<file path="src/rtl/riscv_pkg.sv">
// Shared RISC-V definitions for the hazard/forwarding slice.
// Holds the opcode encodings and the per-stage producer record.
package riscv_pkg;

    typedef enum logic [6:0] {
        OPC_OP     = 7'b0110011,
        OPC_OP_IMM = 7'b0010011,
        OPC_LOAD   = 7'b0000011,
        OPC_STORE  = 7'b0100011,
        OPC_BRANCH = 7'b1100011,
        OPC_JAL    = 7'b1101111,
        OPC_JALR   = 7'b1100111,
        OPC_LUI    = 7'b0110111,
        OPC_AUIPC  = 7'b0010111
    } opcode_e;

    typedef struct packed {
        logic       valid;
        logic       we;
        logic       is_load;
        logic [4:0] rd;
    } slot_t;

    localparam slot_t SLOT_BUBBLE = '0;

    // x0 is hard-wired to zero, so a producer targeting it never creates a dependency.
    function automatic logic slot_match(input slot_t s, input logic [4:0] rs);
        return s.valid && s.we && (s.rd != 5'd0) && (s.rd == rs);
    endfunction

endpackage

</file>
<file path="src/rtl/riscv_inst_decode_lite.sv">
// Minimal RV32 decoder: register fields plus write/load/source-use flags.
// Only the opcode is inspected; funct bits never change hazard behaviour.
module riscv_inst_decode_lite
    import riscv_pkg::*;
(
    input  logic [31:0] inst,
    output logic [4:0]  rd,
    output logic [4:0]  rs1,
    output logic [4:0]  rs2,
    output logic        we,
    output logic        is_load,
    output logic        use_rs1,
    output logic        use_rs2
);

    logic [6:0] opcode;
    logic       unused_bits;

    assign opcode      = inst[6:0];
    assign rd          = inst[11:7];
    assign rs1         = inst[19:15];
    assign rs2         = inst[24:20];
    assign unused_bits = ^{inst[31:25], inst[14:12]};

    // NOTE: every output gets a default before the case so no path leaves it unassigned (no latch).
    always_comb begin
        we      = 1'b0;
        is_load = 1'b0;
        use_rs1 = 1'b0;
        use_rs2 = 1'b0;
        case (opcode)
            OPC_OP: begin
                we      = 1'b1;
                use_rs1 = 1'b1;
                use_rs2 = 1'b1;
            end
            OPC_OP_IMM: begin
                we      = 1'b1;
                use_rs1 = 1'b1;
            end
            OPC_LOAD: begin
                we      = 1'b1;
                is_load = 1'b1;
                use_rs1 = 1'b1;
            end
            OPC_STORE, OPC_BRANCH: begin
                use_rs1 = 1'b1;
                use_rs2 = 1'b1;
            end
            OPC_JALR: begin
                we      = 1'b1;
                use_rs1 = 1'b1;
            end
            OPC_JAL, OPC_LUI, OPC_AUIPC: begin
                we = 1'b1;
            end
            default: begin
                we = 1'b0;
            end
        endcase
    end

endmodule

</file>
<file path="src/rtl/riscv_hazard_fwd_unit.sv">
// RAW hazard detection and operand-forward selection for an in-order pipeline.
// Tracks DEPTH producer stages after decode; outputs are combinational from decode.
module riscv_hazard_fwd_unit
    import riscv_pkg::*;
#(
    parameter  int DEPTH  = 3,
    parameter  int FWD_EN = 1,
    parameter  int CNT_W  = 16,
    localparam int SEL_W  = $clog2(DEPTH + 1)
) (
    input  logic             clk,
    input  logic             rst_n,
    input  logic [31:0]      inst_id,
    input  logic             inst_valid_id,
    input  logic             freeze,
    input  logic             flush,
    output logic [SEL_W-1:0] forward_a,
    output logic [SEL_W-1:0] forward_b,
    output logic             stall_id,
    output logic [CNT_W-1:0] stall_cnt
);

    slot_t            slot_q [DEPTH];
    slot_t            slot_d [DEPTH];
    logic [CNT_W-1:0] stall_cnt_q;
    logic [CNT_W-1:0] stall_cnt_d;

    logic [4:0] id_rd;
    logic [4:0] id_rs1;
    logic [4:0] id_rs2;
    logic       id_we;
    logic       id_is_load;
    logic       id_use_rs1;
    logic       id_use_rs2;
    slot_t      id_slot;

    riscv_inst_decode_lite u_decode (
        .inst    (inst_id),
        .rd      (id_rd),
        .rs1     (id_rs1),
        .rs2     (id_rs2),
        .we      (id_we),
        .is_load (id_is_load),
        .use_rs1 (id_use_rs1),
        .use_rs2 (id_use_rs2)
    );

    assign id_slot = '{valid: 1'b1, we: id_we, is_load: id_is_load, rd: id_rd};

    logic [DEPTH-1:0] hit_a;
    logic [DEPTH-1:0] hit_b;

    always_comb begin
        hit_a = '0;
        hit_b = '0;
        for (int k = 0; k < DEPTH; k++) begin
            hit_a[k] = id_use_rs1 && slot_match(slot_q[k], id_rs1);
            hit_b[k] = id_use_rs2 && slot_match(slot_q[k], id_rs2);
        end
    end

    // Walk oldest to youngest so the youngest matching producer wins; load data is
    // not yet available in EX, so a load in slot 0 is never a forward source.
    always_comb begin
        forward_a = '0;
        forward_b = '0;
        if (FWD_EN != 0) begin
            for (int k = DEPTH - 1; k >= 0; k--) begin
                if (hit_a[k] && !(k == 0 && slot_q[0].is_load)) forward_a = SEL_W'(k + 1);
                if (hit_b[k] && !(k == 0 && slot_q[0].is_load)) forward_b = SEL_W'(k + 1);
            end
        end
    end

    logic load_use;
    logic any_raw;
    logic stall_raw;

    assign load_use  = slot_q[0].is_load && (hit_a[0] || hit_b[0]);
    assign any_raw   = |(hit_a | hit_b);
    assign stall_raw = (FWD_EN != 0) ? load_use : any_raw;
    assign stall_id  = stall_raw && inst_valid_id && !flush;

    always_comb begin
        slot_d      = slot_q;
        stall_cnt_d = stall_cnt_q;
        if (!freeze) begin
            for (int i = 1; i < DEPTH; i++) begin
                slot_d[i] = slot_q[i-1];
            end
            slot_d[0] = (flush || stall_id || !inst_valid_id) ? SLOT_BUBBLE : id_slot;
            if (stall_id && (stall_cnt_q != '1)) begin
                stall_cnt_d = stall_cnt_q + 1'b1;
            end
        end
    end

    // NOTE: the slot array is reset because its valid bits gate every match; stale
    // entries after reset would otherwise raise phantom hazards.
    always_ff @(posedge clk or negedge rst_n) begin
        if (!rst_n) begin
            for (int i = 0; i < DEPTH; i++) begin
                slot_q[i] <= SLOT_BUBBLE;
            end
            stall_cnt_q <= '0;
        end else begin
            // NOTE: non-blocking so every flop samples the pre-edge value of its neighbour.
            slot_q      <= slot_d;
            stall_cnt_q <= stall_cnt_d;
        end
    end

    assign stall_cnt = stall_cnt_q;

endmodule

</file>
<file path="config.mk">
export PLATFORM = sky130hd
export DESIGN_NAME = riscv_hazard_fwd_unit
export DESIGN_NICKNAME = d
export VERILOG_FILES = /design/src/rtl/riscv_pkg.sv /design/src/rtl/riscv_inst_decode_lite.sv /design/src/rtl/riscv_hazard_fwd_unit.sv
export SDC_FILE = /design/constraint.sdc
export NUM_CORES = 1
export LEC_CHECK = 0
export CAP_MARGIN = 20
export CORE_MARGIN = 4
export CORE_UTILIZATION = 40
export DETAILED_ROUTE_END_ITERATION = 10
export PLACE_DENSITY = 0.71
export RECOVER_POWER = 25
export SLEW_MARGIN = 20
export SYNTH_ARGS = -nofsm -noshare
export SYNTH_HDL_FRONTEND = slang
export SYNTH_SLANG_ARGS = --single-unit
</file>
<file path="constraint.sdc">
create_clock -name clk -period 2.25 [get_ports clk]
set_input_delay 0.3375 -clock clk [delete_from_list [all_inputs] [get_ports clk]]
set_output_delay 0.3375 -clock clk [all_outputs]
set_load 0.05 [all_outputs]
</file>
; ---- After elaboration in Yosys (flattened, before gate mapping)
; Cells that the tools add are included.
[op_classes]
magnitude_cmp = 0
n_mul = 0
n_reduce_logical = 37
n_div = 0
eq_ne = 16
shifts = 0
muxes = 11
bitwise_logic = 1
n_addsub = 1
[ops]
columns = cell, n
row1 = $eq A5 B5 Y1, 6
row2 = $logic_and A1 B1 Y1, 24
row3 = $eq A7 B6 Y1 const B, 3
row4 = $eq A7 B7 Y1 const B, 3
row5 = $add A16 B1 Y16 const B, 1
row6 = $ne A16 B16 Y1 const B, 1
row7 = $reduce_bool A5 Y1, 3
row8 = $eq A7 B5 Y1 const B, 2
row9 = $mux W2, 6
row10 = $mux W8, 1
row11 = $eq A7 B2 Y1 const B, 1
row12 = $reduce_or A7 Y1, 1
row13 = $reduce_or A6 Y1, 1
row14 = $mux W1, 4
row15 = $logic_not A1 Y1, 3
row16 = $logic_or A1 B1 Y1, 3
row17 = $reduce_or A3 Y1, 1
row18 = $reduce_and A2 Y1, 1
row19 = $not A1 Y1, 1
[totals]
mem_bits_rw = 0
rom_bits = 0
elab_cells = 77
memories = 0
out_inout_bits = 21
latchBits = 0
reg_bits = 38

; ---- Longest topological paths before layout
; Gate-level depths: netlist of run 1.
[depth]
depth_word = 11
mapped_depth = 7
mapped_depth_nobuf = 6

; ---- Modules after synthesis
; A second synthesis of run 1 with hierarchy kept.
[unflattened]
cells_unflattened = 216
area_unflattened_um2 = 2331.0
[modules_own_cells]
columns = mod, cells_per_inst, area_each_um2, seq_area_each_um2, n_inst
row1 = riscv_hazard_fwd_unit, 190, 2120.8, 950.9, 1
row2 = riscv_inst_decode_lite, 26, 210.2, 0.0, 1

; ---- Least setup slack after synthesis of run 1
; Ideal clock, no wire load.
[synth_path]
path_kind = input to output
startpoint = input port inst_id[3]
endpoint = output port forward_b[1]
t_arrival_ps = 2875
required_ps = 1913
setup_slack_ps = -963
path_buffers = 0
stages = 5
path_cell_list = and3b_1 -> nand4b_1 -> or4_1 -> or4_1 -> a21boi_0
[synth_via]
elab_chain_len = 7
word_cells_on_any_way = 12
[synth_lines]
columns = item, line_no
row1 = "start, declared", riscv_hazard_fwd_unit.sv:13  ; input logic [31:0] inst_id,
row2 = $eq A7 B6 Y1 or $eq A7 B7 Y1 (tied branches), riscv_inst_decode_lite.sv:31  ; case (opcode)
row3 = $reduce_or A3 Y1 (no source line) (*), -
row4 = $mux W1 (*), riscv_inst_decode_lite.sv:31
row5 = $logic_and A1 B1 Y1, riscv_hazard_fwd_unit.sv:58  ; hit_b[k] = id_use_rs2 && slot_match(slot_q[k], id_rs2);
row6 = $mux W2 (2 in a row), riscv_hazard_fwd_unit.sv:70  ; if (hit_b[k] && !(k == 0 && slot_q[0].is_load)) forward_b = SEL_W'(k + 1);
row7 = $mux W2 (*), riscv_hazard_fwd_unit.sv:70
row8 = "end, declared", riscv_hazard_fwd_unit.sv:18  ; output logic [SEL_W-1:0] forward_b,
; Mark *: on every way between the ends. The rest lies on a longest branch, timed or not.

; ---- Final worst setup path of run 1
[layout_path]
startpoint = input port inst_id[22]
endpoint = output port forward_b[1]
[layout_via]
elab_chain_len = 6
word_cells_on_any_way = 13
[layout_lines]
columns = item, line_no
row1 = $eq A5 B5 Y1, riscv_pkg.sv:28  ; return s.valid && s.we && (s.rd != 5'd0) && (s.rd == rs);
row2 = $logic_and A1 B1 Y1, riscv_pkg.sv:28
row3 = $logic_and A1 B1 Y1, riscv_hazard_fwd_unit.sv:58
row4 = $mux W2 (2 in a row), riscv_hazard_fwd_unit.sv:70
row5 = $mux W2 (*), riscv_hazard_fwd_unit.sv:70
; Marks and branches as above.

==> results of run 1 <==
==> flip-flops by register name (all words and copies together) (netlist names) <==
signal / count
slot_q: 22
stall_cnt: 16
==> stage by stage <==
| step | setup slack (ns) | power (uW) | std cells | cell area, sq um |
|---|---|---|---|---|
| after floorplan | -0.07621 | 852.0 | 192 | 2198 |
| after global placement | -0.5760 | 992.4 | 342 | 3030 |
| after global routing | -0.3753 | 1563 | 360 | 3262 |
| after CTS | -0.3174 | 1496 | 360 | 3243 |
| after detailed placement | -0.6060 | 995.9 | 342 | 3030 |
| final | -0.3261 | 1483 | 360 | 3262 |
==> power by group through the flow <==
stage	clock network (uW)	logic, uW	registers, uW
2_1_floorplan	0	103	749
3_3_place_gp	0	240	752
3_5_place_dp	0	243	753
4_1_cts	500	256	741
5_1_grt	535	285	744
6_report	483	259	741
==> cell families after synthesis <==
kind of cell / after synthesis
compound gates: 21
xor+xnor: 45
fa+ha+maj: 1
buf+inv: 5
flops: 38
mux: 15
simple gates: 67
==> routing by layer <==
metal | up-vias | track usage
met5 | - | 0
met4 | 0 | 0.08277
met3 | 17 | 0.03769
met2 | 56 | 0.3062
met1 | 893 | 0.2507
li1 | 903 | -
==> final timing paths <==
| check | startpoint | end | slack [ns] | cells after the start |
|---|---|---|---|---|
| setup / recovery | inst_id[22] | forward_b[1] | -0.33 | 7 |
| hold / removal | rst_n | slot_q[1]$_DFFE_PN0N_ | 0.18 | 1 |
| setup reg to reg | slot_q[17]$_DFFE_PN0N_ | stall_cnt[1]$_DFFE_PN0P_ | 0.11 | 8 |
| hold reg to reg | stall_cnt[5]$_DFFE_PN0P_ | stall_cnt[5]$_DFFE_PN0P_ | 0.49 | 1 |
| max in group asynchronous | rst_n | stall_cnt[15]$_DFFE_PN0P_ | 1.49 | 1 |
| min in group clk | inst_id[0] | slot_q[22]$_DFFE_PN0N_ | 0.34 | 3 |
==> timing repair <==
| item | in CTS | in global routing |
|---|---|---|
| resized for setup | 33 | 3 |
| pin swaps | 16 | 6 |
| endpoints found under the hold margin | 0 | 0 |
| setup endpoints to repair | 25 | 13 |
| buffers inserted | 10 | 0 |
==> cell usage after synthesis (all sizes together) (2+ instances only) <==
| master | count | area (sq um) |
|---|---|---|
| dfrtp | 38 | 950.9 |
| nand4 | 10 | 62.56 |
| buf | 2 | 22.52 |
| or3 | 2 | 13.77 |
| a21oi | 3 | 18.77 |
| nand3 | 10 | 50.05 |
| o211ai | 2 | 15.01 |
| and4 | 2 | 17.52 |
| xor2 | 17 | 148.9 |
| nand4b | 3 | 26.28 |
| and3 | 8 | 50.05 |
| nor3 | 3 | 15.01 |
| xnor2 | 28 | 245.2 |
| and3b | 3 | 27.53 |
| or4 | 5 | 41.29 |
| nor4 | 5 | 31.28 |
| nand2 | 8 | 30.03 |
| a22o | 5 | 50.05 |
| a211oi | 2 | 27.53 |
| nor2 | 4 | 15.01 |
| mux2 | 15 | 168.9 |
| o21ai | 3 | 15.01 |
==> area by class of cell <==
cell class              instances  area (sq um)  area share
clock buffers                   6         82.58     0.02532
clock inverters                 2         12.51    0.003836
inverters                       1         3.754    0.001151
multi-input cells             149          1270      0.3893
flip-flops and latches         38         950.9      0.2915
well taps                      70         87.58     0.02685
repair buffers                 94         854.6      0.2620
==> flow_metrics.env, run 1 <==
export IMPL_status="finished, violations left"
export IMPL_violations="setup timing"
export IMPL_gp_congestion=0.8476
export IMPL_cts_sinks=38
export IMPL_clock_skew_ns=0.006495
export IMPL_clk_latency_ns=0.29
export IMPL_crit_path_end_kind="primary output"
export IMPL_p_comb_frac=0.175
export IMPL_cts_max_level=2
export IMPL_drt_first_iter_violations=75
export IMPL_die_w_microns=81.37
export IMPL_crit_arrival_ns=2.24
export IMPL_antenna_found_initial=0
export IMPL_final_nets=327
export IMPL_cp_top_family="simple AND/OR/NAND/NOR gates"
export IMPL_via_per_inst=5.192
export IMPL_grt_pass1_vias=1935
export IMPL_crit_type="input port to primary output"
export IMPL_synth_simple_area_share=0.1900
export IMPL_cts_hold_buf=0
export IMPL_finalSetupTns_ns=-1.169
export IMPL_synth_top_family_by_area="simple AND/OR/NAND/NOR gates"
export IMPL_rsz0062_at_grt="yes"
export IMPL_drt_met1_wl_mm=2.559
export IMPL_syn_num_nets=230
export IMPL_finalSetupViolations=5
export IMPL_dieArea_sq_um=6621
export IMPL_dp_hpwl_mm=4.260
export IMPL_synth_xor_area_share=0.1830
export IMPL_fin_hold_ws_ns=0.1796
export IMPL_final_core_util=0.6306
export IMPL_internal_power_uw=1107
export IMPL_top_layer_used="met4"
export IMPL_dr_pass1_iters=4
export IMPL_fmax_ghz=0.3882
export IMPL_maxCapViolCount=0
export IMPL_drv_slew=0
export IMPL_synthFlopType="dfrtp_1"
export IMPL_cpPeakStageDelay_ns=0.46
export IMPL_grt_max_degree=39
export IMPL_root_buffer="clkbuf_8"
export IMPL_p_leak_uw=0.001464
export IMPL_drtAntennaViolNets=0
export IMPL_synthCells=192
export IMPL_synth_compound_area_frac=0.08251
export IMPL_wl_met3_microns=228
export IMPL_mappedNetlistArea_sq_um=2153
export IMPL_layout_commonest_cell="buf_4"
export IMPL_ir_worst_vdd_mv=0.3250
export IMPL_rows=26
export IMPL_critical_path_peak_fanout=3
export IMPL_path_cells="clkdlybuf4s50_1 > buf_4 > xor2_1 > or4_4 > or3_4 > a21boi_4 > buf_12"
export IMPL_clockBufferDepth=2
export IMPL_ys_types=41
export IMPL_slew_headroom=0.3750
export IMPL_track_usage=0.1913
export IMPL_final_cell_mix="buf_4, dfrtp_1, clkdlybuf4s50_1, xnor2_1, xor2_1"
export IMPL_hold_path_class="input port to async pin"
export IMPL_min_period_ns=2.576
export IMPL_synth_fa_ha_area_frac=0.005811
export IMPL_cts_clk_slew_worst_paths_ns=0.07
export IMPL_wl_met2_mm=2.675
export IMPL_synthMuxAreaShare=0.07844
export IMPL_power_per_cell_area_nw_per_um2=454.5
export IMPL_critPathRequiredTime_ns=1.91
export IMPL_seq_power_share=0.500
export IMPL_fillers=433
export IMPL_worst_slew_pin_slew_ns=0.9374
export IMPL_cp_buffers_inverters=3
export IMPL_pwr_share_clk=0.326
export IMPL_setup_slack_ns=-0.3261
export IMPL_initial_utilization=0.4163
export IMPL_critPathLaunchType="input port"
export IMPL_grt_pass1_wl_mm=9.556
export IMPL_switching_share=0.2532
export IMPL_syn2layout_area_growth_pct=51.48
export IMPL_switchingPower_uw=375.4
export IMPL_synth_avg_cell_area_sq_um=11.22
export IMPL_antennaDiodeCount=0
export IMPL_overflow=0
export IMPL_final_hold_violation_count=0
export IMPL_drc=0
export IMPL_io_buffers=47
export IMPL_ys_warn_count=0
export IMPL_async_reset_ff_frac=1.000
export IMPL_fin_crit_sh=1.145
export IMPL_cts_tree="built"
export IMPL_drive_gt1_frac=0.3621
export IMPL_synth_edf_count=0
export IMPL_wl_mm=5.638
export IMPL_vias=1869
export IMPL_cpMaxStageDelayCell="clkdlybuf4s50_1"
export IMPL_synth_seq_cells=38
export IMPL_die_h_microns=81.37
export IMPL_boundaryPins=58
export IMPL_core_area_sq_um=5172
export IMPL_ys_seq_area_frac=0.4416
export IMPL_wl_per_cell_microns=15.66
export IMPL_cts_buffers_inserted=5
Power figures use the tool's default switching activity.
==> inputs of run 2 (changes only) <==
- GPL_ROUTABILITY_DRIVEN: not set -> 1
- GPL_TIMING_DRIVEN: not set -> 0
==> run 2 against run 1 <==
Against the previous run:
- non-clock buffer count shrank 18
- largest power group unchanged
- clock power shrank 9.5%
- the run still ends with setup timing left
- final cell count shrank 5.3%
- hold slack gained 0.21 ns
- sequential power grew 0.5%
- combinational power shrank 13%
- via count shrank 1.7%
- register-to-register slack lost 0.08 ns
- total power shrank 5.0%
- die area is the same
==> flow_metrics.env, run 2 (synthesis results as in run 1) <==
export IMPL_finalSetupViolations=5
export IMPL_p_leak_uw=0.001373
export IMPL_multi_input_comb_area_sq_um=1270
export IMPL_hold_end="slot_q[22]$_DFFE_PN0N_"
export IMPL_cpMaxStageDelayCell="or4_4"
export IMPL_syn2layout_area_growth_pct=45.26
export IMPL_fin_hold_ws_ns=0.3924
export IMPL_path_cells="xor2_1 > or4_4 > or4_4 > a21boi_4 > buf_6"
export IMPL_gp_congestion=0.9104
export IMPL_switching_share=0.2567
export IMPL_seq_power_share=0.529
export IMPL_final_cell_mix="dfrtp_1, xnor2_1, clkdlybuf4s50_1, xor2_1, buf_4"
export IMPL_layout_commonest_cell="dfrtp_1"
export IMPL_die_h_microns=81.37
export IMPL_cts_sinks=38
export IMPL_regMostFlops="slot_q"
export IMPL_min_delay_start="inst_id[3]"
export IMPL_place_inst=310
export IMPL_grt_max_degree=33
export IMPL_cts_buffers_inserted=5
export IMPL_worst_slew_pin_slew_ns=0.7972
export IMPL_internal_power_uw=1047
export IMPL_pwr_share_clk=0.310
export IMPL_wl_mm=5.602
export IMPL_wl_per_cell_microns=16.43
export IMPL_final_core_util=0.6047
export IMPL_grt_pass1_vias=1866
export IMPL_clock_skew_ns=0.003723
export IMPL_overflow=0
export IMPL_boundaryPins=58
export IMPL_vias=1837
export IMPL_clk_latency_ns=0.29
export IMPL_grt_met1_usage=0.2236
export IMPL_reg2reg_to="slot_q[21]$_DFFE_PN0N_"
export IMPL_r2r_cells=8
export IMPL_fin_crit_sh=1.145
export IMPL_grt_pass1_wl_mm=9.045
export IMPL_r2r_start="slot_q[17]$_DFFE_PN0N_"
export IMPL_critical_path_peak_fanout=3
export IMPL_met2_usage=0.3143
export IMPL_power_per_cell_area_nw_per_um2=450.1
export IMPL_use_met3=0.04213
export IMPL_cpPeakStageDelay_ns=0.54
export IMPL_dieArea_sq_um=6621
export IMPL_grt_busiest_layer="met2"
export IMPL_core_area_sq_um=5172
export IMPL_p_total_uw=1408
export IMPL_critPathRequiredTime_ns=1.91
export IMPL_min_period_ns=2.575
export IMPL_final_cells=341
export IMPL_final_nets=309
export IMPL_hold_path_class="input port to flip-flop"
export IMPL_largest_register_ffs=22
export IMPL_crit_type="flip-flop to primary output"
export IMPL_cts_tree="built"
export IMPL_crit_arrival_ns=2.24
export IMPL_dp_hpwl_mm=3.966
export IMPL_root_buffer="clkbuf_8"
export IMPL_seqCellArea_sq_um=959.7
export IMPL_maxCapViolCount=0
export IMPL_holdPathStages=4
export IMPL_status="finished, violations left"
export IMPL_cts_clk_slew_worst_paths_ns=0.07
export IMPL_cts_max_level=2
export IMPL_die_w_microns=81.37
export IMPL_switchingPower_uw=361.5
export IMPL_antennaDiodeCount=0
export IMPL_rsz0062_at_grt="yes"
export IMPL_reg2reg_setup_slack_ns=0.03
export IMPL_dr_pass1_iters=4
export IMPL_drt_first_iter_violations=84
export IMPL_critPathLaunchType="flip-flop"
export IMPL_drive_gt1_frac=0.3210
export IMPL_setup_slack_ns=-0.3252
export IMPL_drv_slew=0
export IMPL_final_hold_violation_count=0
export IMPL_track_usage=0.1814
export IMPL_rows=26
export IMPL_ir_worst_vdd_mv=0.2778
export IMPL_clockBufferDepth=2
export IMPL_fillers=439
export IMPL_io_buffers=47
export IMPL_antenna_found_initial=0
export IMPL_initial_utilization=0.4163
export IMPL_p_comb_frac=0.160
export IMPL_via_per_inst=5.387
export IMPL_slew_headroom=0.4685
export IMPL_crit_path_end_kind="primary output"
export IMPL_fmax_ghz=0.3883
export IMPL_drtAntennaViolNets=0
export IMPL_drc=0
export IMPL_path_common_cell="or4_4"
export IMPL_violations="setup timing"
==> run 2: stage by stage <==
stage / instance area, sq um / worst slack [ns] / setup TNS (ns)
after floorplan: 2198 / -0.07621 / -0.1443
after global routing: 3128 / -0.3700 / -1.690
after global placement: 2756 / -1.409 / -18.75
final: 3128 / -0.3252 / -1.284
after detailed placement: 2771 / -1.390 / -15.93
after CTS: 3017 / -0.3409 / -1.133
==> run 2: area by class of cell <==
type	count	share of cell area
Sequential cell	38	0.3068
Tap cell	70	0.02800
Inverter	1	0.001200
Timing Repair Buffer	72	0.2212
Multi-Input combinational cell	149	0.4060
Buffer	4	0.01160
Clock buffer	5	0.02200
Clock inverter	2	0.003200
==> run 2: power by group through the flow <==
stage | logic (uW) | registers (uW) | clock network (uW)
after global routing | 246 | 749 | 482
final | 226 | 745 | 437
after global placement | 188 | 762 | 0
after CTS | 218 | 744 | 453
after floorplan | 103 | 749 | 0
after detailed placement | 196 | 763 | 0
==> run 2: what timing repair did <==
action,4_1_cts,5_1_grt
resized for setup,66,16
endpoints found under the setup margin,27,21
hold buffers,1,0
hold endpoints to repair,6,0
setup buffers,17,6
pin swaps,12,9
==> run 2: worst max-delay path by stage <==
stage	from	to	slack (ns)	depth (start not counted)
5_1_grt	inst_id[1]	forward_b[1]	-0.37	7
2_1_floorplan	inst_id[3]	forward_b[1]	-0.08	5
4_1_cts	slot_q[17]$_DFFE_PN0N_	forward_b[1]	-0.34	6
3_3_place_gp	inst_id[0]	stall_id	-1.41	7
6_report	slot_q[10]$_DFFE_PN0N_	forward_b[1]	-0.33	5
3_5_place_dp	inst_id[0]	stall_id	-1.39	7
==> run 2: critical path, delay by kind of cell (launching register included) <==
family | cells | cell delay, ns
simple gates | 2 | 1.06
xor+xnor | 1 | 0.15
buf+inv | 1 | 0.17
compound gates | 1 | 0.15
flops | 1 | 0.43
==> run 2: metal layers <==
metal  vias up  share of wire
met1       905           0.42
met5         -              0
li1        866              -
met3         9          0.058
met4         0          0.016
met2        57           0.50
==> inputs of run 3 (changes only) <==
- CORE_UTILIZATION: 40 -> 30
- GPL_ROUTABILITY_DRIVEN: 1 -> not set
- PLACE_DENSITY: 0.71 -> not set
==> run 3 against run 2 <==
Against the previous run:
- highest routed layer unchanged
- first-iteration DRC count fell by 29%
- final cell count rose by 6.5%
- die area rose by 30%
- setup slack improved by 0.0012 ns
- critical path type is now input port to primary output
- the run still ends with setup timing left
==> flow_metrics.env, run 3 (synthesis results as in run 1) <==
export IMPL_status="finished, violations left"
export IMPL_violations="setup timing"
export IMPL_setup_slack_ns=-0.3240
export IMPL_fmax_ghz=0.3885
export IMPL_boundaryPins=58
export IMPL_min_period_ns=2.574
export IMPL_antennaDiodeCount=0
export IMPL_grt_pass1_vias=1837
export IMPL_clock_skew_ns=0.007779
export IMPL_preCtsSetupSlack_ns=-1.438
export IMPL_rows=30
export IMPL_io_buffers=47
export IMPL_antenna_found_initial=0
export IMPL_die_h_microns=92.72
export IMPL_maxCapViolCount=0
export IMPL_power_per_cell_area_nw_per_um2=496.4
export IMPL_grt_max_degree=33
export IMPL_finalSetupTns_ns=-1.257
export IMPL_initial_utilization=0.3135
export IMPL_cts_tree="built"
export IMPL_dp_hpwl_mm=4.027
export IMPL_final_cell_mix="dfrtp_1, clkdlybuf4s50_1, xnor2_1, buf_4, xor2_1"
export IMPL_finalSetupViolations=5
export IMPL_clk_latency_ns=0.29
export IMPL_overflow=0
export IMPL_switching_share=0.2445
export IMPL_critPathLaunch="inst_id[3]"
export IMPL_drv_slew=0
export IMPL_slew_headroom=0.4815
export IMPL_critPathRequiredTime_ns=1.91
export IMPL_regMostFlops="slot_q"
export IMPL_critical_path_peak_fanout=3
export IMPL_internal_power_uw=1161
export IMPL_crit_path_end_kind="primary output"
export IMPL_switchingPower_uw=375.7
export IMPL_cts_clk_slew_worst_paths_ns=0.08
export IMPL_via_per_inst=4.807
export IMPL_cts_max_level=2
export IMPL_hold_path_class="input port to flip-flop"
export IMPL_layout_commonest_cell="dfrtp_1"
export IMPL_worst_slew_pin_slew_ns=0.7778
export IMPL_drt_first_iter_violations=60
export IMPL_drc=0
export IMPL_fin_crit_sh=1.144
export IMPL_p_leak_uw=0.001352
export IMPL_root_buffer="clkbuf_8"
export IMPL_crit_arrival_ns=2.24
export IMPL_seq_power_share=0.486
export IMPL_wl_per_cell_microns=14.79
export IMPL_drive_gt1_frac=0.3221
export IMPL_grt_pass1_wl_mm=9.004
export IMPL_rsz0062_at_grt="yes"
export IMPL_track_usage=0.1309
export IMPL_p_comb_frac=0.136
export IMPL_final_hold_violation_count=0
export IMPL_core_area_sq_um=6869
export IMPL_wl_mm=5.367
export IMPL_cts_sinks=38
export IMPL_ir_worst_vdd_mv=0.2327
export IMPL_final_nets=304
export IMPL_dieArea_sq_um=8597
export IMPL_min_delay_start="inst_id[0]"
export IMPL_syn2layout_area_growth_pct=43.75
export IMPL_fillers=639
export IMPL_crit_type="input port to primary output"
export IMPL_pwr_share_clk=0.377
export IMPL_die_w_microns=92.72
export IMPL_gp_congestion=0.7943
export IMPL_largest_register_ffs=22
export IMPL_vias=1745
export IMPL_dr_pass1_iters=4
export IMPL_critPathLaunchType="input port"
export IMPL_r2r_start="slot_q[20]$_DFFE_PN0N_"
export IMPL_drtAntennaViolNets=0
export IMPL_clockBufferDepth=2
export IMPL_cts_buffers_inserted=5
## run 3: changes by cell type in the layout (fill, tap and decap cells not counted), sizes merged
cell           delta
clkbuf            +4
dlygate4sd2       -4
buf               -3
clkdlybuf4s15     -2
clkinv            -2
bufinv            +1
clkinvlp          +1
dlymetal6s2s      +1
## run 3: path summary, 6_finish.rpt
path / to / slack (ns) / depth (start not counted)
min in group asynchronous: slot_q[19]$_DFFE_PN0N_ / 0.48 / 2
setup reg to reg: stall_cnt[1]$_DFFE_PN0P_ / 0.06 / 7
hold / removal: slot_q[22]$_DFFE_PN0N_ / 0.33 / 3
max in group asynchronous: slot_q[16]$_DFFE_PN0N_ / 0.64 / 3
hold reg to reg: stall_cnt[5]$_DFFE_PN0P_ / 0.49 / 1
setup / recovery: forward_b[1] / -0.32 / 7
## run 3: metrics by stage
| step | cells | instance area [sq um] | util | hold WS [ns] | power (uW) |
|---|---|---|---|---|---|
| after floorplan | 192 | 2198 | - | 0.04191 | 852.0 |
| after global placement | 335 | 2789 | 0.4060 | 0.4834 | 950.8 |
| after detailed placement | 336 | 2804 | 0.4082 | 0.1972 | 956.1 |
| after CTS | 362 | 3070 | 0.4470 | 0.3301 | 1553 |
| after global routing | 363 | 3095 | 0.4506 | 0.3462 | 1609 |
| final | 363 | 3095 | 0.4506 | 0.3349 | 1537 |
## run 3: critical path, cell delays in order
cell and delay (ns):
buf_6 0.09, and3b_2 0.24, nand4b_1 0.20, or4_4 0.63, or3_4 0.42, a21boi_4 0.15, buf_6 0.16
## run 3: area by class of cell
cell class	instances	area [sq um]	share of cell area
Tap cell	96	120.1	0.03880
Buffer	3	25.02	0.008084
Inverter	1	3.754	0.001213
Clock inverter	2	37.54	0.01213
Sequential cell	38	958.4	0.3096
Timing Repair Buffer	68	610.6	0.1973
Multi-Input combinational cell	149	1267	0.4095
Clock buffer	6	72.57	0.02344
## run 3: repair_timing
action,4_1_cts,5_1_grt
pin swaps,10,14
endpoints found under the hold margin,6,0
endpoints found under the setup margin,27,24
hold buffers,1,0
resized for setup,66,17
setup buffers,17,3
## run 3: per-layer routing
layer	track usage	wire length (microns)	share of wire
met5	0	0	0
met4	0.04396	111	0.021
met3	0.02681	181	0.034
met2	0.2079	2517	0.47
met1	0.1775	2557	0.48
## run 3: power groups by stage
stage	Clock [uW]	Sequential [uW]	Combinational, uW
6_report	579	747	210
5_1_grt	626	751	232
4_1_cts	594	746	214
3_5_place_dp	0	761	195
3_3_place_gp	0	761	189
2_1_floorplan	0	749	103
